[config.mk]
export PLATFORM = sky130hd
export DESIGN_NAME = multicycle_control
export DESIGN_NICKNAME = d
export VERILOG_FILES = /design/src/rtl/multicycle_control.sv
export SDC_FILE = /design/constraint.sdc
export NUM_CORES = 1
export LEC_CHECK = 0
export BUFFER_PORTS_ARGS = -buffer_cell sky130_fd_sc_hd__buf_4
export CORE_ASPECT_RATIO = 1.4
export CORE_MARGIN = 2
export CORE_UTILIZATION = 32
export DETAILED_ROUTE_END_ITERATION = 12
export HOLD_SLACK_MARGIN = 0.02
export PLACE_DENSITY = 0.62
export SLEW_MARGIN = 20
export SYNTH_ARGS = -nofsm -noshare
export SYNTH_HDL_FRONTEND = slang
export SYNTH_SLANG_ARGS = --single-unit
[constraint.sdc]
create_clock -name clk -period 1.65 [get_ports clk]
set_input_delay 0.33 -clock clk [delete_from_list [all_inputs] [get_ports clk]]
set_output_delay 0.33 -clock clk [all_outputs]
set_load 0.02 [all_outputs]
[src/rtl/multicycle_control.sv]
// Multi-cycle MIPS main controller: Moore FSM sequencing fetch/decode/execute/memory/writeback.
// Optional J support is enabled with `define MULTICYCLE_JUMP_EN.
module multicycle_control #(
    parameter int unsigned CNT_W = 32
) (
    input  logic             clk,
    input  logic             reset,
    input  logic [5:0]       OpCode,
    input  logic             MemReady,
    output logic             PCWrite,
    output logic             PCWriteCond,
    output logic             PCWriteCondNe,
    output logic             IorD,
    output logic             MemRead,
    output logic             MemWrite,
    output logic             IRWrite,
    output logic             MemtoReg,
    output logic             RegDest,
    output logic             RegWrite,
    output logic             ALUSrcA,
    output logic [1:0]       ALUSrcB,
    output logic [1:0]       ALUOp,
    output logic [1:0]       PCSource,
    output logic [3:0]       State,
    output logic             IllegalOp,
    output logic             Retire,
    output logic [CNT_W-1:0] InstrCount
);

    localparam logic [3:0] FETCH     = 4'd0;
    localparam logic [3:0] DECODE    = 4'd1;
    localparam logic [3:0] MEM_ADDR  = 4'd2;
    localparam logic [3:0] MEM_READ  = 4'd3;
    localparam logic [3:0] MEM_WB    = 4'd4;
    localparam logic [3:0] MEM_WRITE = 4'd5;
    localparam logic [3:0] R_EXEC    = 4'd6;
    localparam logic [3:0] R_WB      = 4'd7;
    localparam logic [3:0] BRANCH    = 4'd8;
    localparam logic [3:0] I_EXEC    = 4'd9;
    localparam logic [3:0] I_WB      = 4'd10;
    localparam logic [3:0] HALT      = 4'd12;
`ifdef MULTICYCLE_JUMP_EN
    localparam logic [3:0] JUMP      = 4'd11;
    localparam logic [5:0] OP_J      = 6'b000010;
`endif

    localparam logic [5:0] OP_RTYPE = 6'b000000;
    localparam logic [5:0] OP_LW    = 6'b100011;
    localparam logic [5:0] OP_SW    = 6'b101011;
    localparam logic [5:0] OP_ADDI  = 6'b001000;
    localparam logic [5:0] OP_ANDI  = 6'b001100;
    localparam logic [5:0] OP_ORI   = 6'b001101;
    localparam logic [5:0] OP_BEQ   = 6'b000100;
    localparam logic [5:0] OP_BNE   = 6'b000101;

    logic [3:0] state;
    logic [3:0] nextState;
    logic       retireNext;

    assign State = state;

    // State register
    always_ff @(posedge clk or posedge reset) begin
        if (reset) begin
            state <= FETCH;
        end else begin
            state <= nextState;
        end
    end

    // Next-state logic
    always_comb begin
        nextState = state;
        case (state)
            FETCH:     if (MemReady) nextState = DECODE;
            DECODE: begin
                case (OpCode)
                    OP_RTYPE:              nextState = R_EXEC;
                    OP_LW, OP_SW:          nextState = MEM_ADDR;
                    OP_ADDI, OP_ANDI,
                    OP_ORI:                nextState = I_EXEC;
                    OP_BEQ, OP_BNE:        nextState = BRANCH;
`ifdef MULTICYCLE_JUMP_EN
                    OP_J:                  nextState = JUMP;
`endif
                    default:               nextState = HALT;
                endcase
            end
            MEM_ADDR: begin
                if (OpCode == OP_LW)      nextState = MEM_READ;
                else if (OpCode == OP_SW) nextState = MEM_WRITE;
                else                      nextState = HALT;
            end
            MEM_READ:  if (MemReady) nextState = MEM_WB;
            MEM_WB:    nextState = FETCH;
            MEM_WRITE: if (MemReady) nextState = FETCH;
            R_EXEC:    nextState = R_WB;
            R_WB:      nextState = FETCH;
            I_EXEC:    nextState = I_WB;
            I_WB:      nextState = FETCH;
            BRANCH:    nextState = FETCH;
`ifdef MULTICYCLE_JUMP_EN
            JUMP:      nextState = FETCH;
`endif
            HALT:      nextState = HALT;
            default:   nextState = HALT;
        endcase
    end

    // Datapath control decode; only FETCH (MemReady) and BRANCH (OpCode) look past the state
    always_comb begin
        PCWrite       = 1'b0;
        PCWriteCond   = 1'b0;
        PCWriteCondNe = 1'b0;
        IorD          = 1'b0;
        MemRead       = 1'b0;
        MemWrite      = 1'b0;
        IRWrite       = 1'b0;
        MemtoReg      = 1'b0;
        RegDest       = 1'b0;
        RegWrite      = 1'b0;
        ALUSrcA       = 1'b0;
        ALUSrcB       = 2'b00;
        ALUOp         = 2'b00;
        PCSource      = 2'b00;
        IllegalOp     = 1'b0;
        case (state)
            FETCH: begin
                MemRead = 1'b1;
                ALUSrcB = 2'b01;
                IRWrite = MemReady;
                PCWrite = MemReady;
            end
            DECODE:    ALUSrcB = 2'b11;
            MEM_ADDR: begin
                ALUSrcA = 1'b1;
                ALUSrcB = 2'b10;
            end
            MEM_READ: begin
                MemRead = 1'b1;
                IorD    = 1'b1;
            end
            MEM_WB: begin
                MemtoReg = 1'b1;
                RegWrite = 1'b1;
            end
            MEM_WRITE: begin
                MemWrite = 1'b1;
                IorD     = 1'b1;
            end
            R_EXEC: begin
                ALUSrcA = 1'b1;
                ALUOp   = 2'b10;
            end
            R_WB: begin
                RegDest  = 1'b1;
                RegWrite = 1'b1;
            end
            I_EXEC: begin
                ALUSrcA = 1'b1;
                ALUSrcB = 2'b10;
                ALUOp   = 2'b11;
            end
            I_WB:      RegWrite = 1'b1;
            BRANCH: begin
                ALUSrcA       = 1'b1;
                ALUOp         = 2'b01;
                PCSource      = 2'b01;
                PCWriteCond   = (OpCode == OP_BEQ);
                PCWriteCondNe = (OpCode == OP_BNE);
            end
`ifdef MULTICYCLE_JUMP_EN
            JUMP: begin
                PCWrite  = 1'b1;
                PCSource = 2'b10;
            end
`endif
            HALT:      IllegalOp = 1'b1;
            default:   IllegalOp = 1'b0;
        endcase
    end

    // An instruction retires on the edge that leaves its final state
    always_comb begin
        retireNext = 1'b0;
        case (state)
            MEM_WB, R_WB, I_WB, BRANCH: retireNext = 1'b1;
            MEM_WRITE:                  retireNext = MemReady;
`ifdef MULTICYCLE_JUMP_EN
            JUMP:                       retireNext = 1'b1;
`endif
            default:                    retireNext = 1'b0;
        endcase
    end

    always_ff @(posedge clk or posedge reset) begin
        if (reset) begin
            Retire     <= 1'b0;
            InstrCount <= '0;
        end else begin
            Retire <= retireNext;
            if (retireNext) begin
                InstrCount <= InstrCount + CNT_W'(1);
            end
        end
    end

endmodule

==> impl_metrics.ini <==
[yosys]
syn_nets = 220
synth_compound_area_share_pct = 7.26
synth_xor_area_share_pct = 13.7
synth_seq_cells = 37
synth.area.top_cells = dfrtp_1, xnor2_1, xor2_1, nand3_1, nor3_1
ys_warn_count = 0
synth_top_family_by_area = simple AND/OR/NAND/NOR gates
yosysTopAreaCellShare_pct = 45.1
syn_inst = 210
ys_seq_area_share_pct = 45.1
yosys.area.top_type = dfrtp_1
avgSynthCellArea_sq_um = 9.77
synth_flop_cell = dfrtp_1
synth.cell_area_sq_mm = 0.00205
synth_edf_count = 0
synthMuxAreaShare_pct = 1.10
synthArstFlopShare_pct = 100
synth.distinct_cells = 44
synth-simple-area-share_pct = 27.6
synth_adder_area_share_pct = 0.610

[critical_path]
cp_max_fo = 4
cp.required_ns = 1.32
crit_path_end_kind = primary output
max_stage_delay_ns = 0.43
crit_type = reg2out
path_cells = nand2b_4 -> buf_6 -> mux2_4 -> o22ai_2 -> buf_6
crit_slowest_cell = dfrtp_2
cp-start-kind = register
arrival_ns = 1.50
path_common_cell = buf_6

[floorplan]
core_sq_mm = 0.00621
ioPinCount = 64
core.rowCount = 34
start_util_pct = 33.0
die_w_microns = 71.7
dieArea_sq_mm = 0.00707
fp.dieH_microns = 98.7

[global_route]
grt_overflow = 0
grt_usage_pct = 16.5
grt_max_degree = 38
grt_pass1_wl_microns = 9320
antenna_found_initial = 0
grt_pass1_vias = 2017

[drt]
drt-wirelength-per-cell_microns = 14.6
first_iter_violations = 48
drt-total-wl_microns = 5840
drc = 0
ant_nets = 0
viasPerCell = 5.06
vias = 2023
dr.pass1.iters = 4

[clock_tree]
clk_pin_slew_ns = 0.07
clock-sinks = 37
htree_levels = 2
cts-root-buf = clkbuf_8
holdBufCountCts = 0
numCtsBuffers = 5
ctsLongestPathBuffers = 2
cts_tree = yes
clock_latency_ns = 0.29

[worst_hold_path]
holdCritPathClass = in2async

[sta]
slew_viol_final = 0
fin_crit_sh_pct = 111
hold_violations = 0
rsz0062_at_grt = yes
setup_ws_ns = -0.178
hold_ws_ns = 0.143
finalCriticalPeriod_ns = 1.83
skew_ns = 0.00517
setup_viol = 47
clock.fmax_ghz = 0.547

[placed_design]
hpwlAfterDp_microns = 3980
dpl-instance-area_sq_mm = 0.00294
dp.cells = 376
gp_congestion = 0.836
portBuffers = 62

[layout]
final_cells = 400
syn_to_final_growth_pct = 74.9
mostFrequentLayoutCells = buf_4, dfrtp_1, buf_6, xnor2_1, xor2_1
final_cell_area_sq_mm = 0.00359
diodes = 0
final_common_cell = buf_4
fill_cells = 511
drive_above_1_share_pct = 57.9
fin_nets = 337

[pwr]
peakVddDrop_uv = 971
p_total_mw = 4.85
p_per_area_mw_per_mm2 = 1350
p_leak_nw = 1.75

[run_status]
outcome = finished, violations left
violations = setup timing

[flow_run]
drv_cap = 0
-- sequential cells by signal, summed over array words and instances, names as in the netlist --
name / count
Retire: 1
State: 4
InstrCount: 32
-- cell usage after synthesis, drive strengths merged, types with 5 or more instances --
| master | instances |
|---|---|
| and3 | 6 |
| buf | 7 |
| dfrtp | 37 |
| inv | 6 |
| nand2 | 16 |
| nand2b | 5 |
| nand3 | 17 |
| nand4 | 7 |
| nor2 | 14 |
| nor3 | 17 |
| o21ai | 5 |
| xnor2 | 19 |
| xor2 | 13 |
-- area by class of cell --
cell class / count / area (sq um) / area share, %
timing repair buffer: 121 / 1020 / 28.6
tap: 72 / 90.1 / 2.51
clock buffer: 5 / 68.8 / 1.92
sequential: 37 / 930 / 25.9
multi-input combinational: 156 / 1390 / 38.6
inverter: 6 / 22.5 / 0.628
clock inverter: 3 / 65.1 / 1.81
-- timing repair --
| action | CTS | global route |
|---|---|---|
| gates cloned | 0 | 1 |
| setup endpoints to repair | 44 | 50 |
| resized for setup | 46 | 38 |
| pin swaps | 19 | 43 |
| buffers inserted | 9 | 8 |
-- worst max-delay path: cells and delay by family, from the launching register on --
family	cells	cell delay, ns
flops	1	0.43
mux	1	0.27
buf+inv	2	0.26
simple gates	1	0.15
compound gates	1	0.10
-- worst paths after layout --
| check | start | end | slack (ns) | cells after the start |
|---|---|---|---|---|
| min reg2reg | InstrCount[31]$_DFFE_PP0P_ | InstrCount[31]$_DFFE_PP0P_ | 0.47 | 1 |
| max | State[3]$_DFFE_PP0P_ | RegWrite | -0.18 | 5 |
| max in group asynchronous | reset | State[1]$_DFFE_PP0P_ | 1.14 | 3 |
| min in group clk | OpCode[4] | State[3]$_DFFE_PP0P_ | 0.44 | 4 |
| min | reset | InstrCount[9]$_DFFE_PP0P_ | 0.14 | 3 |
| max reg2reg | State[0]$_DFFE_PP0P_ | InstrCount[26]$_DFFE_PP0P_ | -0.16 | 8 |
-- logic make-up (layout without fill, tap and decap cells) --
logic type / after synthesis / after routing
buffers and inverters: 17 / 135
flip-flops: 37 / 37
adder cells (fa/ha/maj): 1 / 1
multiplexers: 2 / 2
other: 1 / 1
AND/OR/NAND/NOR: 99 / 99
AO/OA/AOI/OAI: 21 / 21
XOR/XNOR: 32 / 32
-- per-layer routing --
layer  track usage [%]  routed length, microns
met3              3.78                     302
met5                 0                       0
met1              18.1                    2180
met4              6.82                     113
met2              30.0                    3250
-- metrics by stage --
step                      setup TNS (ns)  utilization, %  worst slack (ns)
final                              -4.31            57.8            -0.178
after global routing               -7.97            57.8            -0.254
after CTS                          -4.00            53.9            -0.197
after detailed placement           -3.62            47.3            -0.217
after global placement             -2.65            47.3            -0.181
after floorplan                    -4.62               -            -0.224
-- report_power, final --
group	internal, mW	leakage [nW]	switching (mW)	total, mW
Sequential	1.04	0.483	0.111	1.15
Combinational	1.39	1.20	1.38	2.77
Clock	0.600	0.0681	0.331	0.931
Note: power is estimated with default switching activity, not from simulation.
